### src/rtl/mult_booth_ctrl_if.sv
// Start/operand/result bundle for the radix-2 Booth multiplier controller.
interface mult_booth_ctrl_if;
  logic        ctrl_MULT;
  logic [31:0] data_operandA;
  logic [31:0] data_operandB;
  logic [31:0] data_result;
  logic        data_exception;
  logic        data_resultRDY;
  logic        busy;

  modport master (
    output ctrl_MULT, data_operandA, data_operandB,
    input  data_result, data_exception, data_resultRDY, busy
  );

  modport slave (
    input  ctrl_MULT, data_operandA, data_operandB,
    output data_result, data_exception, data_resultRDY, busy
  );
endinterface

### src/rtl/mult_booth_ctrl.sv
// Sequential 32x32 radix-2 Booth multiplier, 32 steps through one shared CLA adder.
// Optional signed-overflow flag enabled by defining MULT_OVERFLOW_EN.
module cla_adder_32 (
  input  logic [31:0] a,
  input  logic [31:0] b,
  input  logic        cin,
  output logic [31:0] sum,
  output logic        cout
);
  logic [31:0] g;
  logic [31:0] p;
  logic [32:0] c;

  assign g = a & b;
  assign p = a ^ b;

  // Carries within each 4-bit group are looked ahead from the group's carry-in.
  always_comb begin
    // NOTE: every bit gets a default before the loop so no latch is inferred.
    c    = '0;
    c[0] = cin;
    for (int k = 0; k < 8; k++) begin
      c[4*k+1] = g[4*k] | (p[4*k] & c[4*k]);
      c[4*k+2] = g[4*k+1] | (p[4*k+1] & g[4*k]) | (p[4*k+1] & p[4*k] & c[4*k]);
      c[4*k+3] = g[4*k+2] | (p[4*k+2] & g[4*k+1]) | (p[4*k+2] & p[4*k+1] & g[4*k])
               | (p[4*k+2] & p[4*k+1] & p[4*k] & c[4*k]);
      c[4*k+4] = g[4*k+3] | (p[4*k+3] & g[4*k+2]) | (p[4*k+3] & p[4*k+2] & g[4*k+1])
               | (p[4*k+3] & p[4*k+2] & p[4*k+1] & g[4*k])
               | (p[4*k+3] & p[4*k+2] & p[4*k+1] & p[4*k] & c[4*k]);
    end
  end

  assign sum  = p ^ c[31:0];
  assign cout = c[32];
endmodule

module mult_booth_ctrl (
  input  logic              clock,
  input  logic              reset,
  mult_booth_ctrl_if.slave  bus
);
  typedef enum logic [1:0] {IDLE, RUN, DONE} state_t;

  state_t      state;
  state_t      state_next;
  logic [31:0] hi;
  logic [31:0] lo;
  logic        q;
  logic [31:0] m;
  logic [5:0]  count;
  logic [31:0] result;

  logic        do_add;
  logic        do_sub;
  logic [31:0] addend;
  logic [31:0] sum;
  logic        cout;
  logic [32:0] ext;
  logic [31:0] hi_n;
  logic [31:0] lo_n;
  logic        last_step;

  assign do_add    = ~lo[0] & q;
  assign do_sub    = lo[0] & ~q;
  assign addend    = do_sub ? ~m : m;
  assign last_step = (count == 6'd31);

  cla_adder_32 u_adder (
    .a    (hi),
    .b    (addend),
    .cin  (do_sub),
    .sum  (sum),
    .cout (cout)
  );

  // Bit 32 of the sign-extended sum recovers the true sign when HI+-M overflows 32 bits.
  assign ext  = (do_add || do_sub) ? {hi[31] ^ addend[31] ^ cout, sum} : {hi[31], hi};
  assign hi_n = {ext[32], ext[32:1]};
  assign lo_n = {ext[0], lo[31:1]};

  always_ff @(posedge clock) begin
    // NOTE: sequential state uses non-blocking assignments only.
    if (reset) state <= IDLE;
    else       state <= state_next;
  end

  always_comb begin
    state_next = state;
    case (state)
      IDLE:    if (bus.ctrl_MULT) state_next = RUN;
      RUN:     if (bus.ctrl_MULT) state_next = RUN;
               else if (last_step) state_next = DONE;
      DONE:    state_next = bus.ctrl_MULT ? RUN : IDLE;
      default: state_next = IDLE;
    endcase
  end

  always_comb begin
    bus.busy           = (state == RUN);
    bus.data_resultRDY = (state == DONE);
  end

  always_ff @(posedge clock) begin
    // NOTE: reset is synchronous and clears every datapath register, not just the FSM.
    if (reset) begin
      hi     <= '0;
      lo     <= '0;
      q      <= 1'b0;
      m      <= '0;
      count  <= '0;
      result <= '0;
    end else if (bus.ctrl_MULT) begin
      hi    <= '0;
      lo    <= bus.data_operandB;
      q     <= 1'b0;
      m     <= bus.data_operandA;
      count <= '0;
    end else if (state == RUN) begin
      hi    <= hi_n;
      lo    <= lo_n;
      q     <= lo[0];
      count <= count + 6'd1;
      if (last_step) result <= lo_n;
    end
  end

  assign bus.data_result = result;

`ifdef MULT_OVERFLOW_EN
  logic [32:0] prod_top;
  logic        exception;

  // Product fits in signed 32 bits only when bits [63:31] are a pure sign extension.
  assign prod_top = {hi_n, lo_n[31]};

  always_ff @(posedge clock) begin
    if (reset) exception <= 1'b0;
    else if (!bus.ctrl_MULT && state == RUN && last_step)
      exception <= ~((&prod_top) | ~(|prod_top));
  end

  assign bus.data_exception = exception;
`else
  assign bus.data_exception = 1'b0;
`endif
endmodule
### src/flat_wrapper.sv
// flat-port wrapper written by rule: the top's interface ports become plain ports
module mult_booth_ctrl_flat 
  (clock, reset, bus_ctrl_MULT, bus_data_operandA, bus_data_operandB, bus_data_result, bus_data_exception, bus_data_resultRDY, bus_busy);
  mult_booth_ctrl_if bus_i ();
  input  logic clock;
  input  logic reset;
  input wire logic [$bits(bus_i.ctrl_MULT)-1:0] bus_ctrl_MULT;
  input wire logic [$bits(bus_i.data_operandA)-1:0] bus_data_operandA;
  input wire logic [$bits(bus_i.data_operandB)-1:0] bus_data_operandB;
  output wire logic [$bits(bus_i.data_result)-1:0] bus_data_result;
  output wire logic [$bits(bus_i.data_exception)-1:0] bus_data_exception;
  output wire logic [$bits(bus_i.data_resultRDY)-1:0] bus_data_resultRDY;
  output wire logic [$bits(bus_i.busy)-1:0] bus_busy;
  assign bus_i.ctrl_MULT = bus_ctrl_MULT;
  assign bus_i.data_operandA = bus_data_operandA;
  assign bus_i.data_operandB = bus_data_operandB;
  assign bus_data_result = bus_i.data_result;
  assign bus_data_exception = bus_i.data_exception;
  assign bus_data_resultRDY = bus_i.data_resultRDY;
  assign bus_busy = bus_i.busy;
  mult_booth_ctrl u_core (.clock(clock), .reset(reset), .bus(bus_i));
endmodule
### config.mk
export PLATFORM = sky130hd
export DESIGN_NAME = mult_booth_ctrl_flat
export DESIGN_NICKNAME = d
export VERILOG_FILES = /design/src/rtl/mult_booth_ctrl_if.sv /design/src/rtl/mult_booth_ctrl.sv /design/src/flat_wrapper.sv
export SDC_FILE = /design/constraint.sdc
export NUM_CORES = 1
export LEC_CHECK = 0
export CAP_MARGIN = 20
export CORE_MARGIN = 2
export CORE_UTILIZATION = 50
export DETAILED_ROUTE_END_ITERATION = 16
export DONT_BUFFER_PORTS = 1
export PLACE_DENSITY = 0.68
export SLEW_MARGIN = 20
export SYNTH_ARGS = -nofsm -noshare
export SYNTH_HDL_FRONTEND = slang
export SYNTH_HIERARCHICAL = 1
export SYNTH_SLANG_ARGS = --single-unit
### constraint.sdc
create_clock -name clock -period 7 [get_ports clock]
set_clock_uncertainty 0.15 [all_clocks]
set_input_delay 0.35 -clock clock [delete_from_list [all_inputs] [get_ports clock]]
set_output_delay 0.35 -clock clock [all_outputs]
set_load 0.02 [all_outputs]
==> impl_results.md <==
- Largest net degree at the start of global routing: 99
- Die H: 125 um
- Final WL: 16.5 mm
- Clock Latency Late Sink: 430 ps
- Distinct cells, synth: 53
- Utilization after layout: 62.0%
- Die W: 125 um
- Commonest non-fill, non-tap cell in the layout: dfxtp_1
- Nets: 946
- Worst Setup End Kind: flip-flop
- Vias per cell: 5.42
- Slew Viols, Final: 0
- Post-route minimum period: 4190 ps
- EDFF count, synth: 0
- Slowest CP cell: ha_2
- Worst Path Arrival: 4380 ps
- Layout cells sized above 1: 10.7%
- Top cell by count, worst path: xor2_1
- Io pins: 102
- CTS tree: done
- H-tree levels: 4
- CP Cell Sequence: ha_2 > buf_16 > xor2_1 > ha_1 > a21oi_2 > o21ai_1 > a2111o_1 > a211oi_4 > o21ai_2 > nand2b_1 > nand2_1 > fa_1 > xor2_1 > mux2i_1 > a211oi_1
- Synthesized Nets: 877
- Core area: 14400 um2
- Die ar.: 15500 um2
- Part of the cycle the worst path needs: 59.8%
- TritonCTS Buffers: 17
- Initial Util: 50.6%
- Post-route ant nets: 0
- Power Density: 237 nW/um2
- Slowest stage delay, CP: 650 ps
- Final setup fails: 0
- Slew margin rel.: 29.7%
- First-pass GRT wire length: 27.9 mm
- Initial antenna violation count: 0
- Mapped Area: 7270 um2
- Routability cong.: 0.818
- Status: completed
- Clock-pin slew on the worst setup and hold paths: 60 ps
- Cts hold-fix bufs: 96
- Max-cap violations: 0
- Max clock buf depth: 2
- Clock Tree Root: clkbuf_16
- Global route overflow: 0
- Fmax: 239 MHz
- Post-synthesis async set-or-reset flop share: 0%
- Vias in the first global route: 5839
- Synth Flop Type: dfxtp_1
- Drt pass-1 iters: 4
- Lkg Pwr: 4.04 nW
- Gr usage total: 22.0%
- Clock sink count: 137
- Worst-margin pin slew: 1050 ps
- Antenna diode count: 0
- Leading cell types in the layout, fill and taps excluded: dfxtp_1, nor2_1, mux2i_1
- Sequential fraction of the synthesis area: 37.7%
- Hold WC Path Type: input pin to flip-flop
- Synthesized instance count: 768
- Post-CTS resize count: 0
- Postcts setup bufs: 0
- Yosys warnings: 6
- Final hold viol count: 0
- DRC viols: 0
- Critical Path Start Type: flip-flop
- TNS Setup: 0 ps
- Crit Path Category: flip-flop to flip-flop
- Setup repair after global routing missed its margin: false
- Synth Register Bits: 137
- CP Data Required Time: 7190 ps
- Area Overhead vs Synth: 22.5%
- # rows: 44
- Via count: 5605
- Post-DR wirelength/cell: 16.0 um
- DR iter-0 viols: 440
- Avg Inst Size Synth: 9.46 um2
- Crit path max fanout: 22
- PortBufs: 0
- Post-DP HPWL: 9.80 mm
- VDD IR max: 194 uV
-- path summary, 6_finish.rpt --
kind                 start                          to  depth (start not counted)  slack (ps)
max           u_core/lo[0]               u_core/hi[28]                         15        2810
min                  reset               u_core/lo[13]                          2         150
max reg2reg   u_core/lo[0]               u_core/hi[28]                         15        2810
min reg2reg  u_core/lo[22]  u_core/bus.data_result[21]                          2         320
-- layer usage --
| metal | vias to the layer above | part of all wire [%] | global-route usage (%) |
|---|---|---|---|
| li1 | 2798 | - | - |
| met1 | 2672 | 43 | 25.4 |
| met2 | 104 | 50 | 38.1 |
| met3 | 31 | 4.1 | 6.19 |
| met4 | 0 | 2.9 | 9.52 |
| met5 | - | 0 | 0 |
-- cell families (layout without fill, tap and decap cells) --
| group | Yosys count | count (layout) | synth area share (%) |
|---|---|---|---|
| other cells | 1 | 1 | 0.0516 |
| buf+inv | 60 | 142 | 4.44 |
| compound gates | 124 | 124 | 11.6 |
| xor+xnor | 62 | 62 | 7.66 |
| flops | 137 | 137 | 37.7 |
| simple gates | 215 | 215 | 12.4 |
| fa+ha+maj | 42 | 42 | 8.06 |
| mux | 127 | 127 | 18.0 |
-- power breakdown --
group	internal (mW)	leakage, nW	switching [mW]
Clock	0.590	0.310	0.369
Combinational	0.160	2.61	0.151
Sequential	0.811	1.12	0.0257
-- critical path: cells and delay by family (launching register included) --
family	cells	cell delay, ps
compound gates	6	1370
xor+xnor	2	350
fa+ha+maj	3	1330
buf+inv	1	240
flops	1	360
mux	1	110
simple gates	2	160
-- state kept, by name, indices dropped and copies added (netlist names) --
name	cells
u_core/bus.data_result	32
u_core/count	6
u_core/hi	32
u_core/lo	32
u_core/m	32
u_core/q	1
u_core/state	2
-- synthesized netlist by cell type, types with 8 or more instances --
library cell / count / area [um2]
dfxtp_1: 137 / 2740
fa_1: 8 / 160
mux2_2: 31 / 349
a211oi_1: 34 / 255
ha_1: 34 / 425
xnor2_1: 13 / 114
xor2_1: 48 / 420
clkbuf_1: 13 / 48.8
nand2_1: 76 / 285
inv_1: 8 / 30.0
buf_2: 24 / 120
a21o_1: 10 / 75.1
mux2i_1: 96 / 961
a21oi_1: 50 / 250
buf_4: 10 / 75.1
nor2_1: 113 / 424
-- per-stage QoR --
stage                     hold slack [ps]  worst slack [ps]  power (mW)  cells  cell area (um2)
after CTS                             150              2670        2.12   1033             8870
final                                 154              2810        2.11   1034             8900
after detailed placement              276              2760        1.09    905             7240
after global placement                277              2930        1.07    905             7240
after floorplan                       289              3380        1.07    768             7270
after global routing                  172              2540        2.20   1034             8900
-- final cells by class --
cell class,instances,area [um2]
fill,1135,5470
multi-input combinational,571,4210
sequential,137,2740
timing repair buffer,101,1050
clock buffer,19,453
tap,184,230
clock inverter,13,184
inverter,9,33.8
No activity file was read; power rests on OpenSTA's default activity.
